`src/rtl/cell_pos_reader_pkg.sv`:
```
// cell_pos_reader_pkg: shared FSM states, position-word field layout and header address.
package cell_pos_reader_pkg;
  typedef enum logic [2:0] {S_IDLE, S_HDR, S_HWAIT, S_STREAM, S_DRAIN, S_DONE} state_t;
  localparam int POS_W = 32;
  localparam int POSX_LSB = 0;
  localparam int POSY_LSB = 32;
  localparam int POSZ_LSB = 64;
  localparam int HDR_ADDR = 0;
endpackage

```
`src/rtl/cell_pos_fifo.sv`:
```
// cell_pos_fifo: show-ahead synchronous FIFO with occupancy count.
module cell_pos_fifo #(
  parameter int WIDTH = 105,
  parameter int DEPTH = 4,
  parameter int CW = $clog2(DEPTH + 1)
) (
  input  logic             clk,
  input  logic             rst,
  input  logic             push,
  input  logic             pop,
  input  logic [WIDTH-1:0] din,
  output logic [WIDTH-1:0] dout,
  output logic             empty,
  output logic [CW-1:0]    count
);
  localparam int AW = DEPTH > 1 ? $clog2(DEPTH) : 1;
  logic [WIDTH-1:0] mem [DEPTH];
  logic [AW-1:0] wp, rp;
  always_ff @(posedge clk) if (push) mem[wp] <= din;
  always_ff @(posedge clk or posedge rst) begin
    if (rst) begin
      wp <= '0;
      rp <= '0;
      count <= '0;
    end else begin
      if (push) wp <= wp == AW'(DEPTH - 1) ? '0 : wp + 1'b1;
      if (pop) rp <= rp == AW'(DEPTH - 1) ? '0 : rp + 1'b1;
      count <= count + CW'(push) - CW'(pop);
    end
  end
  assign dout = mem[rp];
  assign empty = count == '0;
  // upstream credit accounting guarantees this never fires
  assert property (@(posedge clk) disable iff (rst) !(push && !pop && count == CW'(DEPTH)));
endmodule

```
`src/rtl/cell_pos_reader.sv`:
```
// cell_pos_reader: streams one cell's particle positions from cell memory to a valid/ready stream.
// Optional macro CELL_READER_COUNT_CLAMP_EN clamps oversized header counts and flags count_err.
module cell_pos_reader
  import cell_pos_reader_pkg::*;
#(
  parameter int DATA_WIDTH = 96,
  parameter int ADDR_WIDTH = 8,
  parameter int PARTICLE_NUM = 220,
  parameter int FIFO_DEPTH = 4
) (
  input  logic                  clk,
  input  logic                  rst,
  input  logic                  start,
  output logic                  busy,
  output logic                  done,
  output logic [ADDR_WIDTH-1:0] particle_count,
  output logic                  count_err,
  output logic [ADDR_WIDTH-1:0] mem_address,
  output logic                  mem_rden,
  output logic                  mem_wren,
  input  logic [DATA_WIDTH-1:0] mem_q,
  output logic                  out_valid,
  input  logic                  out_ready,
  output logic [DATA_WIDTH-1:0] out_data,
  output logic [ADDR_WIDTH-1:0] out_pid,
  output logic                  out_last
);
  localparam int EW = DATA_WIDTH + ADDR_WIDTH + 1;
  localparam int CW = $clog2(FIFO_DEPTH + 1);
  state_t state, state_n;
  logic [ADDR_WIDTH-1:0] addr_n, n_n, p1, p2, hdr_cnt, hdr_val;
  logic rden_n, err_n, v1, v2, hdr_over, push, pop, empty, credit;
  logic [CW-1:0] occ;
  logic [CW+1:0] used;
  logic [EW-1:0] head;
  assign hdr_cnt = mem_q[ADDR_WIDTH-1:0];
`ifdef CELL_READER_COUNT_CLAMP_EN
  localparam logic [ADDR_WIDTH-1:0] MAX_N = ADDR_WIDTH'(PARTICLE_NUM - 1);
  assign hdr_over = hdr_cnt > MAX_N;
  assign hdr_val = hdr_over ? MAX_N : hdr_cnt;
`else
  assign hdr_over = 1'b0;
  assign hdr_val = hdr_cnt;
`endif
  // outstanding = issued-but-not-landed reads plus buffered words, minus the word leaving now
  assign used = (CW+2)'(occ) + (CW+2)'(mem_rden) + (CW+2)'(v1) + (CW+2)'(v2);
  assign credit = used - (CW+2)'(pop) < (CW+2)'(FIFO_DEPTH);
  assign push = v2 && state != S_HWAIT;
  assign pop = out_valid && out_ready;
  assign busy = state != S_IDLE;
  assign done = state == S_DONE;
  assign mem_wren = 1'b0;
  assign out_valid = !empty;
  assign out_data = out_valid ? head[DATA_WIDTH-1:0] : '0;
  assign out_pid = out_valid ? head[DATA_WIDTH +: ADDR_WIDTH] : '0;
  assign out_last = out_valid && head[EW-1];
  always_comb begin
    state_n = state;
    rden_n = 1'b0;
    addr_n = mem_address;
    n_n = particle_count;
    err_n = count_err;
    case (state)
      S_IDLE: if (start) begin
        state_n = S_HDR;
        rden_n = 1'b1;
        addr_n = ADDR_WIDTH'(HDR_ADDR);
        err_n = 1'b0;
      end
      S_HDR: state_n = S_HWAIT;
      S_HWAIT: if (v2) begin
        n_n = hdr_val;
        err_n = hdr_over;
        rden_n = hdr_val != '0;
        addr_n = ADDR_WIDTH'(1);
        state_n = hdr_val == '0 ? S_DONE : hdr_val == ADDR_WIDTH'(1) ? S_DRAIN : S_STREAM;
      end
      S_STREAM: if (credit) begin
        rden_n = 1'b1;
        addr_n = mem_address + 1'b1;
        state_n = addr_n == particle_count ? S_DRAIN : S_STREAM;
      end
      S_DRAIN: state_n = pop && out_last ? S_DONE : S_DRAIN;
      S_DONE: state_n = S_IDLE;
      default: state_n = S_IDLE;
    endcase
  end
  always_ff @(posedge clk or posedge rst) begin
    if (rst) begin
      state <= S_IDLE;
      mem_rden <= 1'b0;
      mem_address <= '0;
      particle_count <= '0;
      count_err <= 1'b0;
      v1 <= 1'b0;
      v2 <= 1'b0;
      p1 <= '0;
      p2 <= '0;
    end else begin
      state <= state_n;
      mem_rden <= rden_n;
      mem_address <= addr_n;
      particle_count <= n_n;
      count_err <= err_n;
      v1 <= mem_rden;
      v2 <= v1;
      p1 <= mem_address;
      p2 <= p1;
    end
  end
  cell_pos_fifo #(.WIDTH(EW), .DEPTH(FIFO_DEPTH), .CW(CW)) u_fifo (
    .clk(clk),
    .rst(rst),
    .push(push),
    .pop(pop),
    .din({p2 == particle_count, p2, mem_q}),
    .dout(head),
    .empty(empty),
    .count(occ)
  );
endmodule
```
`config.mk`:
```
export PLATFORM = sky130hd
export DESIGN_NAME = cell_pos_reader
export DESIGN_NICKNAME = d
export VERILOG_FILES = /design/src/rtl/cell_pos_reader_pkg.sv /design/src/rtl/cell_pos_fifo.sv /design/src/rtl/cell_pos_reader.sv
export SDC_FILE = /design/constraint.sdc
export NUM_CORES = 1
export LEC_CHECK = 0
export BUFFER_PORTS_ARGS = -buffer_cell sky130_fd_sc_hd__buf_2
export CAP_MARGIN = 10
export CELL_PAD_IN_SITES_DETAIL_PLACEMENT = 1
export CELL_PAD_IN_SITES_GLOBAL_PLACEMENT = 1
export CORE_ASPECT_RATIO = 0.6
export CORE_MARGIN = 5
export CORE_UTILIZATION = 30
export DETAILED_ROUTE_END_ITERATION = 10
export GPL_ROUTABILITY_DRIVEN = 0
export PLACE_DENSITY = 0.63
export SLEW_MARGIN = 30
export SYNTH_ARGS = -nofsm -noshare
export SYNTH_HDL_FRONTEND = slang
export SYNTH_SLANG_ARGS = --single-unit
```
`constraint.sdc`:
```
create_clock -name clk -period 3.7 [get_ports clk]
set_input_delay 0.185 -clock clk [delete_from_list [all_inputs] [get_ports clk]]
set_output_delay 0.185 -clock clk [all_outputs]
set_load 0.1 [all_outputs]
```
### Yosys cells after proc, flatten, opt, wreduce, memory -nomap -nowiden

Memory sizes are Yosys's and may differ from the RTL's.
Cells that the tools add are included.

| word-level totals | value |
|---|---|
| output and inout bits | 127 |
| flip-flop bits (word level) | 46 |
| word-level logic and storage cells | 78 |
| memories kept | 1 |
| bits in writable memories | 420 |

Memories:

| memory | words | bits a word | rd ports | clocked after memory_dff | wr ports | line | source |
|---|---|---|---|---|---|---|---|
| u_fifo.mem | 4 | 105 | 1 | 0 | 1 | cell_pos_fifo.sv:17 | `logic [WIDTH-1:0] mem [DEPTH];` |

| operators by class | value |
|---|---|
| order comparisons | 1 |
| reduce and logical (&&, ||, !) cells | 16 |
| eq/ne operators | 14 |
| muxes and demuxes | 25 |
| add/subtract/negate cells | 9 |

Operators by type and width:

| kind | count |
|---|---|
| 96-bit two-way mux | 1 |
| 8-bit two-way mux | 4 |
| 8-bit one-hot mux with 3 select lines | 1 |
| 3-bit two-way mux | 6 |
| 8-bit == test | 2 |
| 3-bit one-hot mux with 5 select lines | 1 |
| 8-bit by 1-bit adder with 8-bit output, second input constant | 1 |
| 8-bit by 1-bit == test with 1-bit output, second input constant | 1 |
| 8-bit zero test | 1 |
| 1-bit two-way mux | 8 |
| 8-bit nonzero test | 1 |
| 3-bit by 2-bit == test with 1-bit output, second input constant | 2 |
| 3-bit == test, second input constant | 2 |
| 3-bit zero test | 2 |
| 2-bit inequality test, second input constant | 3 |
| 3-bit AND reduction | 2 |
| 3-bit nonzero test | 2 |
| 4-bit by 1-bit adder with 5-bit output | 1 |
| 5-bit by 1-bit adder with 5-bit output | 1 |
| 5-bit by 3-bit less-than comparator with 1-bit output, second input constant | 1 |
| 5-bit by 1-bit subtractor with 5-bit output | 1 |
| 2-bit by 1-bit adder with 2-bit output, second input constant | 2 |
| 3-bit by 1-bit adder with 4-bit output | 1 |
| 2-bit == test, second input constant | 2 |
| 12 further kinds | 16 |

### Logic depth before layout (Yosys ltp)

Gate-level depths: netlist (run 1).

| depth | value |
|---|---|
| word-level depth | 7 |
| depth in mapped cells | 15 |
| gate-level depth less buffers | 13 |

### Cells and area by module

Synthesis (run 1) repeated with hierarchy kept, for this count alone.

| unflattened totals | value |
|---|---|
| cells, all modules | 908 |
| area, all modules | 18323.8 µm² |

By module, submodules not included:

| module | area an instance (µm²) | times used | cells an instance | sequential area each (µm²) |
|---|---|---|---|---|
| cell_pos_fifo | 15552.4 | 1 | 585 | 12787.3 |
| cell_pos_reader | 2771.4 | 1 | 323 | 950.9 |

### Worst setup path before layout (run 1)

No wires, ideal clock.

| path | value |
|---|---|
| kind | reg-to-reg |
| start | register state[0] |
| end | memory u_fifo.mem[0][0] (enable) |
| buffers on the path | 1 |
| data arrival time | 3.534 ns |
| cell stages (with the launch flop) | 5 |
| library setup time | 0.476 ns |
| slack | -0.310 ns |
| path through | dfrtp_1 clkbuf_1 nor2_1 a21oi_1 and2_1 |

| on the way | value |
|---|---|
| cells in the longest elaborated chain, start to end | 4 |

RTL lines:

| item | line | source |
|---|---|---|
| from (decl) | cell_pos_reader.sv:30 | `state_t state, state_n;` |
| from (signal assigned) | cell_pos_reader.sv:100 | `state <= state_n;` |
| 3-bit by 2-bit inequality test with 1-bit output | cell_pos_reader.sv:48 | `assign push = v2 && state != S_HWAIT;` |
| 1-bit logical AND | cell_pos_reader.sv:48 |  |
| via push | cell_pos_reader.sv:32 | `logic rden_n, err_n, v1, v2, hdr_over, push, pop, empty, credit;` |
| 1-bit two-way mux | cell_pos_fifo.sv:19 | `always_ff @(posedge clk) if (push) mem[wp] <= din;` |
| 1-bit two-way mux (implied by the code) | cell_pos_fifo.sv:19 |  |
| to (decl) | cell_pos_fifo.sv:17 |  |

The timed path passes the listed nets, and every way through them passes these cells.

### Final worst setup path (run 1)

| path | value |
|---|---|
| start | register u_fifo.count[2] |
| end | register mem_address[2] |

| on the way | value |
|---|---|
| cells in the longest elaborated chain, start to end | 7 |
| elaborated cells on any way between the ends | 10 |
| those cells by class | add/sub: 4; order compare: 1; eq/ne: 1; reduce/logical: 4 |

RTL lines:

| item | line | source |
|---|---|---|
| from (decl) | cell_pos_fifo.sv:14 | `output logic [CW-1:0] count` |
| from (signal assigned) | cell_pos_fifo.sv:28 | `count <= count + CW'(push) - CW'(pop);` |
| 3-bit zero test | cell_pos_fifo.sv:32 | `assign empty = count == '0;` |
| 1-bit zero test | cell_pos_reader.sv:53 | `assign out_valid = !empty;` |
| 1-bit logical AND | cell_pos_reader.sv:49 | `assign pop = out_valid && out_ready;` |
| via pop | cell_pos_reader.sv:32 |  |
| 5-bit by 1-bit subtractor with 5-bit output | cell_pos_reader.sv:47 | `assign credit = used - (CW+2)'(pop) < (CW+2)'(FIFO_DEPTH);` |
| 5-bit by 3-bit less-than comparator with 1-bit output | cell_pos_reader.sv:47 |  |
| 2-bit inequality test (no source line) | - |  |
| 4-bit AND reduction (no source line) | - |  |
| to (signal assigned) | cell_pos_reader.sv:102 | `mem_address <= addr_n;` |
| to (decl) | cell_pos_reader.sv:18 | `output logic [ADDR_WIDTH-1:0] mem_address,` |

The timed path passes the listed nets, and every way through them passes these cells.
A chain may end at the register's enable or synchronous reset.

==> run_results.csv, run 1 <==
group,metric,value,unit
routing,route.met3.wl,2110,um
hold_path,hold_path.class,"in2async",
floorplan,placementRows,69,
global_routing,grt_pass1_vias,10900,
timing,hold_viol_final,0,
routing,ant_nets,0,
logic_synthesis,synth_flop_cell,"edfxtp_1",
clock_tree,cts_root_buffer,"clkbuf_16",
clock_tree,cts_tree,"yes",
global_routing,overflow,0,
routing,vias,9582,
routing,met2RoutedLength,20400,um
routing,viasPerCell,4.64,
timing,skew,0.0177,ns
routing,drt_first_pass_iters,5,
placed_design,hpwl,25900,um
layout,fill_cells,5889,
clock_tree,clock_path_buffers,3,
layout,fin_nets,1362,
floorplan,coreArea,59600,um2
timing,setup_tns,0,ns
timing,finalMaxSlewViolations,0,
timing,slew_headroom,0.536,
logic_synthesis,synth-seq-area-share,0.755,
logic_synthesis,synth_seq_cells,465,
logic_synthesis,yosys.area.top_type,"edfxtp_1",
timing,timing.final.crit_share,0.932,
worst_setup_path,crit_path_start_kind,"flop",
logic_synthesis,avgSynthCellArea,20.3,um2
worst_setup_path,worstSetupPathType,"reg2reg",
logic_synthesis,netlist_top_cells_area,"edfxtp_1, mux4_2, dfrtp_1",
global_routing,grt_use_total,0.130,
timing,rsz0062_at_grt,"false",
global_routing,grt_pass1_wl,66800,um
placed_design,io_buffers,224,
worst_setup_path,end_kind,"flop",
worst_setup_path,r2r-end,"mem_address[2]",
placed_design,dpl_cell_area,20400,um2
floorplan,die_area,65800,um2
outcome,status,"completed",
routing,avgRoutedWirePerCell,20.8,um
floorplan,start_util,0.305,
timing,clock.fmax,290,MHz
worst_setup_path,rr_worst_depth,14,
logic_synthesis,ys_async_sr_fraction,0.0968,
layout,area_delta_synth_final,26.1,%
layout,post-route-util,0.385,
worst_setup_path,crit_required,4.13,ns
floorplan,die_w,328,um
global_routing,antenna_found_initial,1,
worst_setup_path,cp.arrival,3.87,ns
worst_setup_path,rrSetupSlack,0.25,ns
logic_synthesis,synth_cells,896,
clock_tree,htreeDepth,2,
layout,postLayoutCellArea,22900,um2
routing,wirelength,42800,um
clock_tree,clkTransAtPathRegs,0.06,ns
timing,setup_viol,0,
clock_tree,cts_sinks,465,
timing,period_needed,3.45,ns
logic_synthesis,synth_edf_count,420,
layout,layout-drive-gt1-share,0.346,
global_routing,grt_max_degree,104,
flow_run,maxCapViolations,0,
logic_synthesis,yosys.area.top_type_share,0.693,
floorplan,fp.dieH,201,um
routing,m1WireLength,19800,um
clock_tree,worstSkewPairLatency,0.56,ns
routing,drtIter0Drc,604,
worst_setup_path,reg2reg_from,"u_fifo.count[2]",
routing,drc,0,
logic_synthesis,ys_types,51,
routing,routed.top_layer,"met4",
floorplan,io_pins,227,
worst_setup_path,path_max_fanout,7,
logic_synthesis,synth_area,18200,um2
timing,tightestPinTransition,0.695,ns
clock_tree,cts_buffers,46,
logic_synthesis,yosys_warnings,0,
[kinds of logic (layout without fill, tap and decap cells)]
kind of cell / Yosys count / after routing / share of synthesized area
AO/OA/AOI/OAI: 44 / 44 / 0.0151
XOR/XNOR: 18 / 18 / 0.00867
adder cells (fa/ha/maj): 16 / 16 / 0.0118
buffers and inverters: 61 / 445 / 0.0141
flip-flops: 465 / 465 / 0.755
multiplexers: 116 / 116 / 0.137
other: 1 / 3 / 0.000206
AND/OR/NAND/NOR: 175 / 175 / 0.0581
[critical path, stage by stage (launching register included)]
cell,delay [ns]
dfrtp_2,0.44
or3_4,0.34
nand2_2,0.11
inv_1,0.10
ha_1,0.30
fa_1,0.36
inv_1,0.08
ha_1,0.22
and3b_1,0.20
or4_1,0.51
o32ai_1,0.14
a21oi_1,0.11
buf_4,0.19
o21ai_0,0.15
o21ai_1,0.09
[placed cells by master, fill, tap and decap left out, types with 5 or more instances in the layout]
cell	n
edfxtp_1	420
buf_2	224
and2_1	109
mux4_2	105
dlygate4sd3_1	99
clkbuf_16	47
dfrtp_1	42
inv_1	16
xnor2_1	15
ha_1	14
o21ai_0	12
nand2_1	11
buf_4	11
mux2_2	10
clkbuf_1	10
buf_12	10
nor2_1	9
a21oi_1	8
clkinv_1	7
clkinv_2	7
clkbuf_8	6
a21o_1	5
nand3_1	5
o21ai_1	5
[area by class of cell]
| class | instances | area, um2 | share of cell area |
|---|---|---|---|
| multi-input combinational | 371 | 4230 | 0.184 |
| clock inverter | 20 | 204 | 0.00889 |
| timing repair buffer | 345 | 2420 | 0.106 |
| antenna | 1 | 2.50 | 0.000109 |
| inverter | 17 | 63.8 | 0.00278 |
| clock buffer | 63 | 1300 | 0.0565 |
| sequential | 465 | 13700 | 0.599 |
| tap | 781 | 977 | 0.0426 |
[state kept, by name (all words and copies together), names as in the netlist]
| signal | count |
|---|---|
| state | 3 |
| p1 | 8 |
| u_fifo.mem | 420 |
| u_fifo.rp | 2 |
| mem_address | 8 |
| p2 | 8 |
| v2 | 1 |
| v1 | 1 |
| u_fifo.count | 3 |
| mem_rden | 1 |
| particle_count | 8 |
| u_fifo.wp | 2 |
[synth_stat cells (5+ instances only)]
cell and number:
and2_1 113, ha_1 14, dfrtp_1 45, edfxtp_1 420
nand3_1 6, o21ai_0 12, nor2_1 9, nand2_1 12
clkbuf_1 28, buf_2 10, a21o_1 5, or3_1 5
xnor2_1 15, mux2_2 10, mux4_2 105, a21oi_1 8
o21ai_1 5, inv_1 17
[worst max path at each step]
| stage | cells after the start | startpoint | endpoint | slack [ns] |
|---|---|---|---|---|
| finish | 14 | u_fifo.count[2] | mem_address[2] | 0.25 |
| global route | 14 | u_fifo.count[2] | mem_address[5] | 0.006 |
| CTS | 12 | u_fifo.count[1] | mem_address[5] | 0.06 |
| detailed placement | 12 | u_fifo.count[1] | mem_address[6] | 0.06 |
| global placement | 14 | u_fifo.count[1] | mem_address[2] | 0.21 |
| floorplan | 15 | u_fifo.count[1] | mem_address[5] | 0.28 |
[timing repair]
action	CTS	global route
setup buffers	0	1
hold endpoints to repair	438	1
hold buffers	98	1
endpoints found under the setup margin	0	8
resized for setup	0	4
[through the flow]
stage          std cells  hold slack [ns]  worst slack (ns)
6_report            2063            0.342             0.253
5_1_grt             2062            0.347           0.00591
3_5_place_dp        1878            0.336            0.0573
4_1_cts             2059          0.00181            0.0576
2_1_floorplan        897            0.284             0.277
3_3_place_gp        1878            0.333             0.210
[metal layers]
metal  global-route usage  vias to the layer above
met5                    0                        -
met4               0.0252                        0
met3               0.0292                       53
met2                0.211                      205
met1                0.181                     5054
li1                     -                     4270
Power of run 1 is left out: the tool's default activity adds up to more than one toggle a clock period on the data nets, which glitch-free logic cannot reach.
==> inputs of run 2 (changes only) <==
CORE_MARGIN = 4   (was 5)
==> run_results.csv, run 2 (same netlist as run 1, synthesis figures left out) <==
group,metric,value,unit
global_routing,antenna_found_initial,1,
timing,hold_slack,0.331,ns
floorplan,die_area,64800,um2
timing,period_needed,3.51,ns
outcome,status,"completed",
global_routing,met1_usage,0.185,
timing,hold_viol_final,0,
clock_tree,worstSkewPairLatency,0.56,ns
worst_setup_path,worstSetupPathType,"reg2reg",
routing,wirelength,42100,um
routing,drt_first_pass_iters,5,
clock_tree,clock_path_buffers,3,
worst_setup_path,path_max_fanout,6,
global_routing,met2_usage,0.207,
floorplan,fp.dieH,199,um
layout,layout_common_cells,"edfxtp_1, buf_2, and2_1",
routing,ant_nets,0,
timing,clock.fmax,285,MHz
timing,slew_headroom,0.511,
routing,avgRoutedWirePerCell,20.3,um
timing,finalMaxSlewViolations,0,
global_routing,grt_pass1_wl,64600,um
clock_tree,htreeDepth,2,
clock_tree,cts_buffers,45,
layout,layout-drive-gt1-share,0.351,
timing,skew,0.0167,ns
global_routing,grt_max_degree,70,
worst_setup_path,crit_required,4.13,ns
global_routing,grt_use_total,0.130,
routing,vias,9588,
layout,layout_commonest_cell,"edfxtp_1",
routing,viasPerCell,4.64,
placed_design,hpwl,26300,um
routing,drc,0,
worst_setup_path,cp.arrival,3.93,ns
floorplan,placementRows,69,
layout,top_register,"u_fifo.mem",
clock_tree,clkTransAtPathRegs,0.06,ns
layout,largest_register_ffs,420,
floorplan,start_util,0.305,
worst_setup_path,crit_path_start_kind,"flop",
layout,area_delta_synth_final,26.3,%
routing,drtIter0Drc,598,
clock_tree,cts_sinks,465,
hold_path,hold_path.class,"in2async",
floorplan,io_pins,227,
worst_setup_path,end_kind,"flop",
floorplan,coreArea,59600,um2
global_routing,use_met3,0.0286,
global_routing,busiest_layer,"met2",
global_routing,overflow,0,
placed_design,io_buffers,224,
global_routing,grt_pass1_vias,10700,
timing,setup_viol,0,
clock_tree,cts_tree,"yes",
timing,tightestPinTransition,0.734,ns
layout,fin_nets,1368,
timing,timing.final.crit_share,0.948,
flow_run,maxCapViolations,0,
floorplan,die_w,326,um
clock_tree,cts_root_buffer,"clkbuf_16",
-- run 2: cell count changes in the layout (fill, tap and decap cells not counted), sizes merged --
| cell | before | now |
|---|---|---|
| inv | 17 | 16 |
| clkinv | 16 | 14 |
| bufinv | 4 | 3 |
| clkbuf | 63 | 60 |
| buf | 246 | 253 |
| clkinvlp | 0 | 4 |
-- run 2: final timing paths --
path                       cells past startpoint       startpoint               to  slack [ns]
max reg2reg                                   14  u_fifo.count[1]   mem_address[6]        0.19
min in group clk                               0            p1[0]            p2[0]        0.35
min reg2reg                                    0            p1[0]            p2[0]        0.35
max in group asynchronous                      4              rst     u_fifo.rp[0]        2.93
min                                            4              rst  u_fifo.count[2]        0.33
max                                           14  u_fifo.count[1]   mem_address[6]        0.19
-- run 2: timing repair --
action	CTS	global route
setup buffers	0	0
hold buffers	99	0
gates resized for setup	0	10
setup endpoints to repair	0	12
endpoints found under the hold margin	439	0
-- run 2: worst max-delay path, stage by stage, from the launching register on --
cell     delay [ns]
dfrtp_2        0.44
or3_4          0.40
nand2_2        0.11
inv_2          0.07
ha_1           0.18
inv_1          0.05
ha_1           0.13
ha_1           0.29
or4b_1         0.56
or4_4          0.46
o32ai_2        0.17
a21oi_2        0.10
buf_4          0.18
o21ai_1        0.14
o31ai_1        0.09
-- run 2: per-layer routing --
metal | share of wire | wire [um]
met5 | 0 | 0
met4 | 0.012 | 509
met3 | 0.048 | 2000
met2 | 0.47 | 19700
met1 | 0.47 | 19800
-- run 2: metrics by stage --
step	cells	util	setup TNS [ns]	cell area [um2]	setup WS, ns
2_1_floorplan	897	-	0	18200	0.277
3_3_place_gp	1887	0.344	0	20500	0.190
3_5_place_dp	1887	0.344	0	20500	0.134
4_1_cts	2066	0.385	0	22900	0.0924
5_1_grt	2067	0.386	-0.0325	23000	-0.0264
6_report	2067	0.386	0	23000	0.193
-- run 2: final cells by class --
class	instances	area [um2]
fill	5883	36600
sequential	465	13700
multi-input combinational	371	4250
timing repair buffer	352	2490
clock buffer	60	1240
tap	781	977
clock inverter	20	191
inverter	17	63.8
antenna	1	2.50
Power of run 2 is left out for the same reason.
==> inputs of run 3 (changes only) <==
BUFFER_PORTS_ARGS = default   (was -buffer_cell sky130_fd_sc_hd__buf_2)
DONT_BUFFER_PORTS = 1   (was default)
PLACE_DENSITY = 0.59   (was 0.63)
==> run_results.csv, run 3 (same netlist as run 1, synthesis figures left out) <==
group,metric,value,unit
routing,drc,0,
layout,post-route-util,0.376,
flow_run,maxCapViolations,0,
global_routing,overflow,0,
floorplan,die_w,326,um
clock_tree,worstSkewPairLatency,0.58,ns
floorplan,start_util,0.305,
worst_setup_path,crit_required,4.17,ns
clock_tree,cts_sinks,465,
timing,hold_viol_final,0,
timing,setup_viol,0,
layout,layout_commonest_cell,"edfxtp_1",
layout,fin_nets,1224,
timing,finalMaxSlewViolations,0,
global_routing,grt_pass1_wl,63900,um
worst_setup_path,crit_path_start_kind,"flop",
timing,setup_tns,0,ns
worst_setup_path,path_max_fanout,11,
clock_tree,cts_tree,"yes",
clock_tree,cts_buffers,45,
timing,tightestPinTransition,1.04,ns
worst_setup_path,reg2reg_from,"u_fifo.count[1]",
floorplan,die_area,64800,um2
clock_tree,htreeDepth,2,
clock_tree,clock_path_buffers,3,
layout,top_register,"u_fifo.mem",
routing,avgRoutedWirePerCell,21.7,um
hold_path,hold_end,"state[0]",
global_routing,grt_pass1_vias,9966,
timing,rsz0062_at_grt,"false",
worst_setup_path,r2r-end,"mem_address[3]",
worst_setup_path,rr_worst_depth,13,
layout,fill_cells,5851,
timing,period_needed,3.54,ns
routing,drt_first_pass_iters,5,
worst_setup_path,rrSetupSlack,0.16,ns
hold_path,hold-path-cell-count,4,
global_routing,grt_max_degree,66,
worst_setup_path,cp.arrival,4.01,ns
timing,skew,0.0217,ns
floorplan,fp.dieH,199,um
worst_setup_path,end_kind,"flop",
layout,area_delta_synth_final,23.2,%
outcome,status,"completed",
floorplan,placementRows,69,
worst_setup_path,worstSetupPathType,"reg2reg",
clock_tree,cts_setup_buffers,0,
global_routing,antenna_found_initial,3,
layout,layout_common_cells,"edfxtp_1, and2_1, mux4_2",
routing,drtIter0Drc,457,
routing,wirelength,41800,um
layout,largest_register_ffs,420,
placed_design,io_buffers,0,
timing,timing.final.crit_share,0.958,
placed_design,hpwl,25300,um
clock_tree,cts_root_buffer,"clkbuf_16",
routing,viasPerCell,4.68,
hold_path,hold_path.startpoint,"start",
routing,vias,9022,
timing,slew_headroom,0.309,
global_routing,grt_use_total,0.130,
hold_path,hold_path.class,"in2reg",
timing,clock.fmax,282,MHz
floorplan,coreArea,59600,um2
floorplan,io_pins,227,
clock_tree,clkTransAtPathRegs,0.06,ns
layout,layout-drive-gt1-share,0.272,
routing,ant_nets,0,
## run 3: changes by cell type in the layout (fill, tap and decap cells not counted), moves of 3 or more
| cell | previous run | this run |
|---|---|---|
| buf_2 | 224 | 0 |
| buf_4 | 16 | 97 |
| clkbuf_8 | 4 | 1 |
| clkinv_1 | 8 | 2 |
| clkinv_2 | 4 | 12 |
| inv_4 | 0 | 3 |
## run 3: per-stage QoR
step                std cells  hold WS [ns]  worst slack, ns  cell area [um2]
floorplan                 897         0.284            0.277            18200
global placement         1743         0.284            0.178            20000
detailed placement       1743         0.182           0.0497            20000
CTS                      1925         0.110            0.125            22400
global route             1925         0.184         0.000996            22400
finish                   1926         0.164            0.157            22400
## run 3: area by class of cell
| type | instances | area [um2] | area share |
|---|---|---|---|
| Sequential cell | 465 | 13700 | 0.613 |
| Clock inverter | 25 | 241 | 0.0108 |
| Antenna cell | 1 | 2.50 | 0.000112 |
| Tap cell | 781 | 977 | 0.0436 |
| Clock buffer | 58 | 1180 | 0.0529 |
| Timing Repair Buffer | 208 | 1960 | 0.0874 |
| Inverter | 17 | 66.3 | 0.00296 |
| Multi-Input combinational cell | 371 | 4240 | 0.189 |
## run 3: repair_timing
action	4_1_cts	5_1_grt
hold buffers	99	0
hold endpoints to repair	441	0
gates resized for setup	1	2
setup endpoints to repair	1	6
## run 3: critical path, stage by stage, from the launching register on
cell and delay [ns]:
dfrtp_1 0.43, or3_4 0.41, nand2_1 0.09, inv_1 0.07, ha_1 0.18, inv_1 0.06, ha_1 0.16, ha_1 0.30
or4b_1 0.54, or4_1 0.45, o32ai_1 0.20, a21oi_2 0.18, a21o_1 0.21, a21o_1 0.17
## run 3: layer usage
layer	vias up	GRT usage	share of wire
met5	-	0	0.00065
met4	4	0.0322	0.017
met3	60	0.0330	0.055
met2	190	0.200	0.46
met1	4790	0.186	0.47
li1	3978	-	-
## run 3: worst max path at each step
stage,start,endpoint,slack [ns],cells past startpoint
after floorplan,u_fifo.count[1],mem_address[5],0.28,15
after global placement,u_fifo.count[1],mem_address[2],0.18,13
after detailed placement,u_fifo.count[1],mem_address[2],0.05,13
after CTS,u_fifo.count[1],mem_address[3],0.13,13
after global routing,u_fifo.count[1],mem_address[3],0.001,13
final,u_fifo.count[1],mem_address[3],0.16,13
Power of run 3 is left out for the same reason.
